`src/rtl/uart_rx_fifo_if.sv`:
```
// uart_rx_fifo_if: read-side valid/ready handshake carrying FIFO head data and error flags
interface uart_rx_fifo_if #(
  parameter int WIDTH = 8
);
  logic             Rd_valid;
  logic             Rd_ready;
  logic [WIDTH-1:0] Rd_data;
  logic             Rd_parity_err;
  logic             Rd_stop_err;
  modport master (output Rd_valid, Rd_data, Rd_parity_err, Rd_stop_err, input Rd_ready);
  modport slave  (input Rd_valid, Rd_data, Rd_parity_err, Rd_stop_err, output Rd_ready);
endinterface

```
`src/rtl/uart_rx_fifo.sv`:
```
// uart_rx_fifo: oversampling UART receiver with majority vote, feeding a FWFT FIFO with per-frame error flags
module uart_rx_fifo #(
  parameter int WIDTH = 8,
  parameter int DEPTH = 4,
  parameter int PRE_W = 6
) (
  input  logic                       CLK,
  input  logic                       Reset,
  input  logic                       S_Data,
  input  logic [PRE_W-1:0]           Prescale,
  input  logic [$clog2(WIDTH+1)-1:0] Data_len,
  input  logic                       Parity_EN,
  input  logic                       Parity_type,
  input  logic                       Stop2,
  uart_rx_fifo_if.master             rd,
  output logic [$clog2(DEPTH+1)-1:0] Level,
  output logic                       Overrun
);
  localparam int BW = $clog2(WIDTH+4);
  localparam int DW = $clog2(WIDTH);
  localparam int AW = $clog2(DEPTH);
  localparam int CW = $clog2(DEPTH+1);
  typedef enum logic [2:0] {IDLE, START, DATA, PARITY, STOP, WAIT_HIGH} state_t;
  state_t           state_q, state_d;
  logic             s1_q, rx_q;
  logic [PRE_W-1:0] ecnt_q, ecnt_d, h, h_m1, h_p1, p_m1;
  logic [BW-1:0]    bit_q, bit_d, last;
  logic [1:0]       smp_q, smp_d;
  logic [WIDTH-1:0] data_q, data_d;
  logic             par_q, par_d, perr_q, perr_d, serr_q, serr_d;
  logic             maj, dec, bit_end, push, pop, push_ok;
  logic [DW-1:0]    di;
  logic [WIDTH+1:0] mem_q [DEPTH];
  logic [WIDTH+1:0] head;
  logic [AW-1:0]    wp_q, rp_q;
  logic [CW-1:0]    cnt_q;
  assign h       = Prescale >> 1;
  assign h_m1    = h - 1'b1;
  assign h_p1    = h + 1'b1;
  assign p_m1    = Prescale - 1'b1;
  assign dec     = ecnt_q == h_p1;
  assign bit_end = ecnt_q == p_m1;
  assign maj     = (smp_q[0] & smp_q[1]) | (smp_q[0] & rx_q) | (smp_q[1] & rx_q);
  assign di      = DW'(bit_q - BW'(1));
  assign last    = BW'(Data_len) + BW'(Parity_EN) + BW'(Stop2) + BW'(1);
  always_ff @(posedge CLK) begin
    if (Reset) begin
      s1_q <= 1'b1;
      rx_q <= 1'b1;
    end else begin
      s1_q <= S_Data;
      rx_q <= s1_q;
    end
  end
  always_ff @(posedge CLK) begin
    if (Reset) begin
      state_q <= IDLE;
      ecnt_q  <= '0;
      bit_q   <= '0;
      smp_q   <= '0;
      data_q  <= '0;
      par_q   <= 1'b0;
      perr_q  <= 1'b0;
      serr_q  <= 1'b0;
    end else begin
      state_q <= state_d;
      ecnt_q  <= ecnt_d;
      bit_q   <= bit_d;
      smp_q   <= smp_d;
      data_q  <= data_d;
      par_q   <= par_d;
      perr_q  <= perr_d;
      serr_q  <= serr_d;
    end
  end
  always_comb begin
    state_d = state_q;
    ecnt_d  = ecnt_q;
    bit_d   = bit_q;
    smp_d   = smp_q;
    data_d  = data_q;
    par_d   = par_q;
    perr_d  = perr_q;
    serr_d  = serr_q;
    push    = 1'b0;
    if (state_q != IDLE && state_q != WAIT_HIGH) begin
      ecnt_d   = bit_end ? '0 : ecnt_q + 1'b1;
      bit_d    = bit_end ? bit_q + 1'b1 : bit_q;
      smp_d[0] = (ecnt_q == h_m1) ? rx_q : smp_q[0];
      smp_d[1] = (ecnt_q == h) ? rx_q : smp_q[1];
    end
    case (state_q)
      IDLE: if (!rx_q) begin
        state_d = START;
        ecnt_d  = PRE_W'(1);
        bit_d   = '0;
        data_d  = '0;
        par_d   = 1'b0;
        perr_d  = 1'b0;
        serr_d  = 1'b0;
      end
      START: if (dec && maj) begin
        state_d = IDLE;
        ecnt_d  = '0;
        bit_d   = '0;
      end else if (bit_end) state_d = DATA;
      DATA: begin
        if (dec) begin
          data_d[di] = maj;
          par_d      = par_q ^ maj;
        end
        if (bit_end && bit_q == BW'(Data_len)) state_d = Parity_EN ? PARITY : STOP;
      end
      PARITY: begin
        perr_d  = dec ? par_q ^ maj ^ Parity_type : perr_q;
        state_d = bit_end ? STOP : PARITY;
      end
      STOP: if (dec) begin
        serr_d = serr_q | ~maj;
        if (bit_q == last) begin
          push    = 1'b1;
          state_d = serr_d ? WAIT_HIGH : IDLE;
          ecnt_d  = '0;
          bit_d   = '0;
        end
      end
      WAIT_HIGH: state_d = rx_q ? IDLE : WAIT_HIGH;
      default: state_d = IDLE;
    endcase
  end
  // A full FIFO still accepts a frame when the head is popped in the same cycle.
  assign pop     = rd.Rd_valid & rd.Rd_ready;
  assign push_ok = push & ((cnt_q != CW'(DEPTH)) | pop);
  assign Overrun = push & ~push_ok;
  assign Level   = cnt_q;
  always_ff @(posedge CLK) begin
    if (push_ok) mem_q[wp_q] <= {data_q, perr_q, serr_d};
  end
  always_ff @(posedge CLK) begin
    if (Reset) begin
      wp_q  <= '0;
      rp_q  <= '0;
      cnt_q <= '0;
    end else begin
      wp_q  <= push_ok ? wp_q + 1'b1 : wp_q;
      rp_q  <= pop ? rp_q + 1'b1 : rp_q;
      cnt_q <= cnt_q + CW'(push_ok) - CW'(pop);
    end
  end
  assign head             = mem_q[rp_q];
  assign rd.Rd_valid      = cnt_q != '0;
  assign rd.Rd_data       = rd.Rd_valid ? head[WIDTH+1:2] : '0;
  assign rd.Rd_parity_err = rd.Rd_valid & head[1];
  assign rd.Rd_stop_err   = rd.Rd_valid & head[0];
endmodule
```
`src/flat_wrapper.sv`:
```
// flat-port wrapper written by rule: the top's interface ports become plain ports
module uart_rx_fifo_flat 
#(
  parameter int WIDTH = 8,
  parameter int DEPTH = 4,
  parameter int PRE_W = 6
)
  (CLK, Reset, S_Data, Prescale, Data_len, Parity_EN, Parity_type, Stop2, Level, Overrun, rd_Rd_valid, rd_Rd_data, rd_Rd_parity_err, rd_Rd_stop_err, rd_Rd_ready);
  uart_rx_fifo_if #(.WIDTH(WIDTH)) rd_i ();
  input  logic CLK;
  input  logic Reset;
  input  logic S_Data;
  input  logic [PRE_W-1:0] Prescale;
  input  logic [$clog2(WIDTH+1)-1:0] Data_len;
  input  logic Parity_EN;
  input  logic Parity_type;
  input  logic Stop2;
  output logic [$clog2(DEPTH+1)-1:0] Level;
  output logic Overrun;
  output wire logic [$bits(rd_i.Rd_valid)-1:0] rd_Rd_valid;
  output wire logic [$bits(rd_i.Rd_data)-1:0] rd_Rd_data;
  output wire logic [$bits(rd_i.Rd_parity_err)-1:0] rd_Rd_parity_err;
  output wire logic [$bits(rd_i.Rd_stop_err)-1:0] rd_Rd_stop_err;
  input wire logic [$bits(rd_i.Rd_ready)-1:0] rd_Rd_ready;
  assign rd_Rd_valid = rd_i.Rd_valid;
  assign rd_Rd_data = rd_i.Rd_data;
  assign rd_Rd_parity_err = rd_i.Rd_parity_err;
  assign rd_Rd_stop_err = rd_i.Rd_stop_err;
  assign rd_i.Rd_ready = rd_Rd_ready;
  uart_rx_fifo #(.WIDTH(WIDTH), .DEPTH(DEPTH), .PRE_W(PRE_W)) u_core (.CLK(CLK), .Reset(Reset), .S_Data(S_Data), .Prescale(Prescale), .Data_len(Data_len), .Parity_EN(Parity_EN), .Parity_type(Parity_type), .Stop2(Stop2), .rd(rd_i), .Level(Level), .Overrun(Overrun));
endmodule
```
`config.mk`:
```
export PLATFORM = sky130hd
export DESIGN_NAME = uart_rx_fifo_flat
export DESIGN_NICKNAME = d
export VERILOG_FILES = /design/src/rtl/uart_rx_fifo_if.sv /design/src/rtl/uart_rx_fifo.sv /design/src/flat_wrapper.sv
export SDC_FILE = /design/constraint.sdc
export NUM_CORES = 1
export LEC_CHECK = 0
export BUFFER_PORTS_ARGS = -buffer_cell sky130_fd_sc_hd__buf_4
export CAP_MARGIN = 20
export CORE_MARGIN = 2
export CORE_UTILIZATION = 45
export CTS_CLUSTER_SIZE = 24
export DETAILED_ROUTE_END_ITERATION = 10
export RECOVER_POWER = 100
export SLEW_MARGIN = 20
export SYNTH_ARGS = -nofsm -noshare
export SYNTH_HDL_FRONTEND = slang
export SYNTH_SLANG_ARGS = --single-unit
```
`constraint.sdc`:
```
create_clock -name CLK -period 3.94 [get_ports CLK]
set_input_delay 0.788 -clock CLK [delete_from_list [all_inputs] [get_ports CLK]]
set_output_delay 0.788 -clock CLK [all_outputs]
set_load 0.01 [all_outputs]
```
==> run_results.csv, run 1 <==
group,metric,value,unit
power,pwr-share-seq,47.3,%
setup_path,worst_setup_path_end_kind,"primary output",
yosys,syn_area_per_cell,11.1,µm²
cts,post-cts-setup-buffers,0,
yosys,syn-num-nets,418,
setup_path,crit_type,"primary input to primary output",
yosys,synth.top_cells.by_area,"edfxtp_1 (28%), dfxtp_1 (17%), mux4_2 (5.3%), xnor2_1 (5.2%), ha_1 (4.7%)",
global_route,grt.overflow.total,0,
yosys,synth_common_cells,"edfxtp_1 (40), dfxtp_1 (37), nand2_1 (31)",
sta,fmax,266,MHz
cts,insertion_delay,0.34,ns
global_route,grt_pass1_vias,2842,
yosys,ys_warn_count,0,
routing,ant_nets,0,
placed_design,placed_area,0.00458,mm²
sta,finalSetupViolations,0,
yosys,synth_largest_area_cell,"edfxtp_1",
cts,cts_tree,"yes",
min_path,hp-class,"flop to flop",
setup_path,cp.required,3.15,ns
placed_design,post-place-ws,0.0550,ns
power,p_int,1.40,mW
yosys,syn_area,0.00424,mm²
yosys,synth_edf_count,40,
sta,slew_viol_final,0,
cts,cts_max_level,3,
yosys,yosys.area.top_type_share,28.3,%
yosys,yosysSeqAreaShare,45.8,%
final_layout,n_fill_cell,831,
setup_path,arrival,2.97,ns
sta,timing.final.ws_setup,0.184,ns
sta,fin_crit_sh,95.3,%
routing,wl,7950,µm
routing,drt_iter0_drc,104,
power,vdd_ir_drop_max,0.196,mV
power,power_density,410,mW/mm²
routing,wl_per_cell,15.0,µm
status,status,"complete, no violations",
placed_design,port-buffer-count,31,
die,start_util,46.1,%
placed_design,hpwl,5920,µm
power,p_leak,1.70,nW
cts,root_buffer,"clkbuf_8",
die,dieArea,0.0102,mm²
cts,cts_buffer_depth,2,
power,power.switching,0.543,mW
placed_design,dp_cells,513,
final_layout,fin_area,0.00474,mm²
final_layout,area_growth,11.6,%
yosys,synth_most_common_cell,"edfxtp_1",
cts,cts.reportedPaths.clkPinSlew,0.08,ns
global_route,track_usage,16.9,%
sta,finalHoldViolations,0,
sta,setup_tns,0,ns
sta,tightest_slew,1.01,ns
final_layout,antennaDiodeCount,0,
setup_path,cp-start-kind,"primary input",
die,fp-row-count,35,
sta,fin_crit,3.76,ns
final_layout,drive_gt1_share,16.0,%
routing,drc,0,
die,ios,32,
die,coreArea,0.00920,mm²
final_layout,final_cells,529,
final_layout,nNetsFinal,448,
yosys,synth.distinct_cells,69,
global_route,grt_pass1_wl,13600,µm
sta,whs,0.413,ns
yosys,yosys_most_used_dff,"edfxtp_1",
yosys,yosys_register_bits,77,
power,pwr-share-comb,17.9,%
sta,rsz0062_at_grt,"no",
power,clkPwrFrac,34.8,%
die,die-width,101,µm
global_route,grt_max_degree,23,
final_layout,multiInputGateArea,0.00207,mm²
routing,drtPass1Iterations,4,
final_layout,seqCellArea,0.00194,mm²
yosys,ys_async_sr_fraction,0,%
power,switching_share,27.9,%
cts,cts.sinks,77,
placed_design,place_congestion,0.825,
run,maxCapViolCount,0,
routing,vias,2918,
sta,finClkSkew,0.00929,ns
die,die_y,101,µm
routing,detail_route.vias_per_cell,5.52,
sta,maxSlewHeadroom,32.9,%
global_route,antenna_found_initial,0,
cts,cts-buffers-inserted,9,
setup_path,crit_path_max_fanout,3,
yosys,syn_inst,383,
-- through the flow --
stage / utilization [%] / power [mW]
finish: 51.5 / 1.94
global placement: 49.8 / 1.32
floorplan: - / 1.20
detailed placement: 49.8 / 1.32
global route: 51.5 / 2.06
CTS: 52.3 / 2.00
-- power by group through the flow --
stage	registers [mW]	clock network (mW)	logic, mW
after floorplan	0.906	0	0.295
after global placement	0.944	0	0.374
final	0.920	0.676	0.348
after global routing	0.931	0.734	0.393
after detailed placement	0.943	0	0.382
after CTS	0.924	0.695	0.383
-- logic make-up after synthesis --
kind of cell | Yosys count | share of synthesized area [%]
and+or+nand+nor | 131 | 17.2
DFF | 77 | 45.8
AOI/OAI and AO/OA | 51 | 9.23
buffers and inverters | 42 | 4.89
xor gates and xnor gates | 41 | 8.81
muxes | 23 | 8.40
adders and majority gates | 18 | 5.66
-- path summary, 6_finish.rpt --
path	from	endpoint	slack, ns	cells past startpoint
worst max-delay path	Data_len[0]	Overrun	0.18	12
worst min-delay path	u_core.s1_q$_SDFF_PP1_	u_core.rx_q$_SDFF_PP1_	0.41	1
worst max register to register	u_core.ecnt_q[2]$_SDFF_PP0_	u_core.Level[2]$_SDFF_PP0_	1.23	10
worst min register to register	u_core.s1_q$_SDFF_PP1_	u_core.rx_q$_SDFF_PP1_	0.41	1
-- timing repair --
item	CTS	global route
gates resized for setup	0	2
endpoints found under the setup margin	0	1
hold buffers	0	0
-- state kept, by name, summed over array words and instances (netlist names), named ones only --
name,cells
u_core.data_q,8
u_core.wp_q,2
u_core.rx_q,1
u_core.bit_q,4
u_core.Level,3
u_core.mem_q,40
u_core.smp_q,2
u_core.perr_q,1
u_core.state_q,3
u_core.ecnt_q,6
u_core.rp_q,2
u_core.serr_q,1
u_core.s1_q,1
u_core.par_q,1
-- final cells by class --
type,instances,area share (%)
Clock buffer,9,2.61
Clock inverter,7,2.17
Inverter,24,1.90
Multi-Input combinational cell,264,43.6
Sequential cell,77,41.0
Tap cell,111,2.93
Timing Repair Buffer,37,5.78
-- routing by layer --
layer | wire length [µm] | track usage, % | up-vias | share of wire [%]
met2 | 4040 | 27.9 | 57 | 51
met3 | 210 | 3.74 | 12 | 2.6
met5 | 0 | 0 | - | 0
met4 | 131 | 6.96 | 0 | 1.6
met1 | 3570 | 21.6 | 1412 | 45
li1 | - | - | 1437 | -
-- worst max-delay path, cell delays in order --
cell,delay (ns)
buf_4,0.09
inv_1,0.04
ha_1,0.27
inv_1,0.06
ha_1,0.15
inv_1,0.05
fa_1,0.49
xor2_1,0.17
o2111ai_2,0.20
nor3_2,0.18
nor4bb_2,0.31
buf_4,0.16
-- layout by cell type, fill, tap and decap left out, types with 2 or more instances in the layout --
master / netlist / final
a31oi_1: 1 / 2
nand4_1: 8 / 8
a21oi_1: 9 / 9
o211a_1: 1 / 2
clkbuf_1: 7 / 11
xnor2_2: 2 / 2
clkbuf_8: 4 / 9
and2_0: 0 / 6
nand3_1: 9 / 9
nor3_1: 9 / 9
or2_2: 2 / 2
o21ai_0: 9 / 9
or3_1: 5 / 5
dfxtp_1: 37 / 37
a21boi_0: 2 / 2
ha_1: 16 / 16
buf_4: 1 / 23
bufinv_16: 0 / 2
edfxtp_1: 40 / 40
mux2i_1: 12 / 12
xnor2_1: 25 / 25
inv_6: 0 / 4
a211oi_1: 3 / 3
nand2_1: 31 / 31
and3b_1: 3 / 3
nor2b_1: 5 / 5
a22oi_1: 2 / 2
nor4_1: 6 / 6
o211ai_1: 4 / 4
buf_12: 0 / 3
nor3_2: 2 / 2
o31ai_1: 2 / 2
mux4_2: 10 / 10
inv_1: 24 / 24
fa_1: 2 / 2
and2_1: 15 / 9
nor2_1: 23 / 24
xor2_1: 14 / 14
Power figures use the tool's default switching activity.
==> run 2, diff against run 1 <==
Settings changed: CORE_UTILIZATION 45 to 40.
==> run 2 against run 1 <==
Final cell count grew 4.9%; critical path depth stayed put; highest routed layer unchanged; largest power group unchanged; register-to-register slack worse by 0.05 ns; global-route usage shrank 1.4 points.
==> run_results.csv, run 2 (same netlist as run 1, synthesis figures left out) <==
group,metric,value,unit
die,dieArea,0.0115,mm²
sta,finClkSkew,0.0126,ns
final_layout,largest_register_ffs,40,
min_path,hp-class,"flop to flop",
min_path,hold_path_depth,1,
global_route,grt.overflow.total,0,
final_layout,fin_area,0.00477,mm²
cts,cts.sinks,77,
routing,ant_nets,0,
placed_design,hpwl,6010,µm
routing,wl_met1,3810,µm
final_layout,multiInputGateArea,0.00210,mm²
cts,cts_max_level,3,
final_layout,drive_gt1_share,19.1,%
die,start_util,41.1,%
final_layout,final_common_cell,"edfxtp_1",
sta,slew_viol_final,0,
routing,top_layer_used,"met4",
final_layout,seqCellArea,0.00194,mm²
power,power_density,393,mW/mm²
setup_path,r2r-end,"u_core.Level[2]$_SDFF_PP0_",
placed_design,place_congestion,0.919,
final_layout,area_growth,12.3,%
placed_design,dp_cells,538,
sta,finalSetupViolations,0,
routing,met3_length,276,µm
min_path,whs_endpoint,"u_core.rx_q$_SDFF_PP1_",
run,maxCapViolCount,0,
setup_path,r2r_slack,1.18,ns
setup_path,r2r-start,"u_core.ecnt_q[2]$_SDFF_PP0_",
setup_path,worstSetupStartpoint,"Stop2",
cts,cts.reportedPaths.clkPinSlew,0.08,ns
setup_path,crit_type,"primary input to primary output",
setup_path,crit_path_frequent_cell,"inv_2",
setup_path,path_buf_inv,5,
routing,detail_route.vias_per_cell,5.22,
final_layout,antennaDiodeCount,0,
setup_path,cp-start-kind,"primary input",
cts,cts_tree,"yes",
sta,fin_crit_sh,96.9,%
sta,fin_crit,3.82,ns
final_layout,top_regs,"u_core.mem_q (40), u_core.data_q (8), u_core.ecnt_q (6)",
die,ios,32,
setup_path,worst_setup_path_end_kind,"primary output",
placed_design,port-buffer-count,31,
global_route,grt_max_degree,23,
cts,root_buffer,"clkbuf_8",
min_path,min_from,"u_core.s1_q$_SDFF_PP1_",
die,fp-row-count,37,
cts,cts-buffers-inserted,9,
final_layout,final_cell_mix,"edfxtp_1 (40), dfxtp_1 (37), buf_4 (32)",
setup_path,cp.required,3.15,ns
global_route,grt_pass1_vias,2881,
setup_path,crit_family,"adder cells",
global_route,track_usage,15.5,%
routing,drc,0,
sta,tightest_slew,1.01,ns
setup_path,arrival,3.03,ns
setup_path,cp_slowest_cell,"fa_1",
die,coreArea,0.0103,mm²
routing,wl,8350,µm
cts,insertion_delay,0.35,ns
power,vdd_ir_drop_max,0.190,mV
die,die_y,107,µm
sta,fmax,262,MHz
power,total_power,1.87,mW
cts,hold_buffers,0,
cts,cts_buffer_depth,2,
final_layout,final_cells,555,
die,die-width,107,µm
setup_path,crit_path_max_fanout,4,
sta,finalHoldViolations,0,
global_route,grt_pass1_wl,13900,µm
routing,drtPass1Iterations,4,
status,status,"complete, no violations",
setup_path,path_cells,"buf_4, inv_2, ha_4, inv_2, ha_2, inv_2, fa_1, xor2_1, o2111ai_2, nor3_4, nor4bb_4, buf_4",
final_layout,top_register,"u_core.mem_q",
global_route,antenna_found_initial,0,
sta,setup_tns,0,ns
sta,maxSlewHeadroom,32.4,%
placed_design,placed_area,0.00457,mm²
setup_path,reg2regPathDepth,9,
routing,vias,2897,
final_layout,utilization,46.2,%
power,p_leak,1.74,nW
routing,drt_iter0_drc,111,
setup_path,slowest_delay,0.54,ns
final_layout,nNetsFinal,449,
routing,wl_per_cell,15.0,µm
final_layout,n_fill_cell,981,
routing,wl_met2,4130,µm
run 2: routing by layer:
layer	up-vias	track usage, %
met3	12	3.59
met1	1384	19.3
met2	60	26.3
li1	1441	-
met5	-	0
met4	0	5.47
run 2: metrics by stage:
step	hold slack, ns	setup slack [ns]
finish	0.417	0.122
global route	0.438	-0.00111
CTS	0.422	0.0395
detailed placement	0.402	0.0427
global placement	0.400	0.0669
floorplan	0.389	0.361
run 2: power by group:
group | internal, mW | switching, mW
logic | 0.183 | 0.177
clock network | 0.252 | 0.336
registers | 0.864 | 0.0586
run 2: worst max path at each step:
stage               endpoint  slack [ns]  depth (start not counted)
finish               Overrun        0.12                         12
global placement     Overrun        0.07                         12
floorplan            Overrun        0.36                          8
CTS                  Overrun        0.04                         12
global route         Overrun      -0.001                         12
detailed placement   Overrun        0.04                         12
run 2: what timing repair did:
item,in CTS,in global routing
gates resized for setup,0,10
setup buffers,0,1
endpoints found under the setup margin,0,1
run 2: final cells by class:
cell class	instances	share of cell area, %
clock buffers	9	2.60
clock inverters	7	1.55
repair buffers	38	5.51
well taps	136	3.57
flip-flops and latches	77	40.7
inverters	24	1.89
multi-input cells	264	44.1
==> run 3, diff against run 2 <==
Settings changed: REMOVE_ABC_BUFFERS set to 1.
==> run 3 against run 2 <==
Highest routed layer unchanged; largest power group unchanged; register-to-register slack got worse by 0.10 ns; via count fell by 0.41%; clock power up 16%; global-route usage is 0.15 points lower; critical endpoint unchanged.
==> run_results.csv, run 3 (same netlist as run 1, synthesis figures left out) <==
group,metric,value,unit
status,status,"complete, no violations",
placed_design,hpwl,5820,µm
sta,finalSetupViolations,0,
power,power_density,410,mW/mm²
setup_path,path_cells,"buf_4, inv_2, ha_4, inv_1, ha_1, inv_2, fa_1, xor2_1, o2111ai_2, nor3_4, nor4bb_4, buf_4",
min_path,min_from,"u_core.s1_q$_SDFF_PP1_",
final_layout,antennaDiodeCount,0,
die,dieArea,0.0115,mm²
sta,finClkSkew,0.0122,ns
routing,vias,2885,
min_path,hold_path_depth,1,
routing,detail_route.vias_per_cell,5.19,
final_layout,area_growth,12.3,%
sta,fmax,263,MHz
run,maxCapViolCount,0,
cts,cts.sinks,77,
die,die-width,107,µm
final_layout,final_common_cell,"edfxtp_1",
power,vdd_ir_drop_max,0.168,mV
global_route,grt_pass1_vias,2814,
global_route,grt_max_degree,23,
final_layout,largest_register_ffs,40,
setup_path,arrival,3.02,ns
setup_path,crit_path_max_fanout,4,
setup_path,crit_type,"primary input to primary output",
routing,drt_iter0_drc,150,
routing,ant_nets,0,
setup_path,crit_family,"adder cells",
power,total_power,1.96,mW
sta,finalHoldViolations,0,
setup_path,slowest_delay,0.54,ns
sta,rsz0062_at_grt,"no",
cts,cts_tree,"yes",
sta,maxSlewHeadroom,34.2,%
cts,insertion_delay,0.35,ns
sta,setup_tns,0,ns
min_path,hp-class,"flop to flop",
die,fp-row-count,37,
global_route,grt.overflow.total,0,
cts,cts-buffers-inserted,9,
setup_path,r2r-start,"u_core.ecnt_q[2]$_SDFF_PP0_",
final_layout,top_register,"u_core.mem_q",
sta,tightest_slew,0.979,ns
routing,wl,8070,µm
cts,cts_buffer_depth,2,
die,ios,32,
setup_path,cp_slowest_cell,"fa_1",
final_layout,drive_gt1_share,17.1,%
power,p_leak,1.72,nW
sta,fin_crit_sh,96.5,%
cts,root_buffer,"clkbuf_8",
placed_design,port-buffer-count,31,
setup_path,worstSetupStartpoint,"Stop2",
setup_path,cp-start-kind,"primary input",
setup_path,reg2regPathDepth,8,
routing,drc,0,
cts,cts_max_level,3,
final_layout,top_regs,"u_core.mem_q (40), u_core.data_q (8), u_core.ecnt_q (6)",
final_layout,nNetsFinal,450,
setup_path,cp.required,3.15,ns
sta,fin_crit,3.80,ns
global_route,antenna_found_initial,0,
setup_path,crit_cells,12,
routing,wl_per_cell,14.5,µm
cts,cts.reportedPaths.clkPinSlew,0.08,ns
global_route,track_usage,15.3,%
cts,hold_buffers,0,
routing,drtPass1Iterations,4,
global_route,grt_pass1_wl,13900,µm
setup_path,worst_setup_path_end_kind,"primary output",
die,start_util,41.1,%
sta,slew_viol_final,0,
placed_design,place_congestion,0.831,
setup_path,path_buf_inv,5,
die,die_y,107,µm
die,coreArea,0.0103,mm²
final_layout,final_cell_mix,"edfxtp_1 (40), dfxtp_1 (37), nand2_1 (31)",
==> run 3: changes by cell type in the layout (fill, tap and decap cells not counted), moves of 2 or more <==
cell       change
bufinv_16      +2
buf_4         -10
clkbuf_1       +5
and2_0         +9
and2_1         -9
clkbuf_4       +2
clkbuf_2       +4
==> run 3: power by group <==
part           internal (mW)  total, mW  switching, mW
registers              0.864      0.921         0.0574
logic                  0.176      0.353          0.177
clock network          0.368      0.681          0.314
==> run 3: path summary, 6_finish.rpt <==
check,end,slack [ns]
setup reg to reg,u_core.mem_q[2][1]$_DFFE_PP_,1.08
hold reg to reg,u_core.rx_q$_SDFF_PP1_,0.41
hold / removal,u_core.rx_q$_SDFF_PP1_,0.41
setup / recovery,Overrun,0.14
==> run 3: metal layers <==
| metal | GRT usage [%] | part of all wire, % | vias up | wire length (µm) |
|---|---|---|---|---|
| met1 | 19.0 | 45 | 1383 | 3620 |
| li1 | - | - | 1450 | - |
| met2 | 26.6 | 51 | 41 | 4090 |
| met4 | 5.84 | 1.7 | 0 | 139 |
| met5 | 0 | 0 | - | 0 |
| met3 | 2.74 | 2.7 | 11 | 216 |
==> run 3: stage by stage <==
step	cells	util, %	hold slack, ns	area [µm²]	worst slack [ns]
4_1_cts	554	46.5	0.417	4800	0.00724
5_1_grt	556	46.2	0.421	4770	0.0122
3_5_place_dp	538	44.3	0.398	4570	0.0184
3_3_place_gp	538	44.3	0.397	4570	0.0888
2_1_floorplan	365	-	0.389	4130	0.395
6_report	556	46.2	0.414	4770	0.136
==> run 3: area by class of cell <==
cell class              count  area (µm²)
clock inverters             7         105
well taps                 136         170
clock buffers               9         124
multi-input cells         264        2090
repair buffers             39         241
inverters                  24        90.1
fillers                  1001        5560
flip-flops and latches     77        1940
==> run 3: repair_timing <==
action                     4_1_cts  5_1_grt
setup endpoints to repair        0        1
buffers inserted                 0        2
resized for setup                0        9
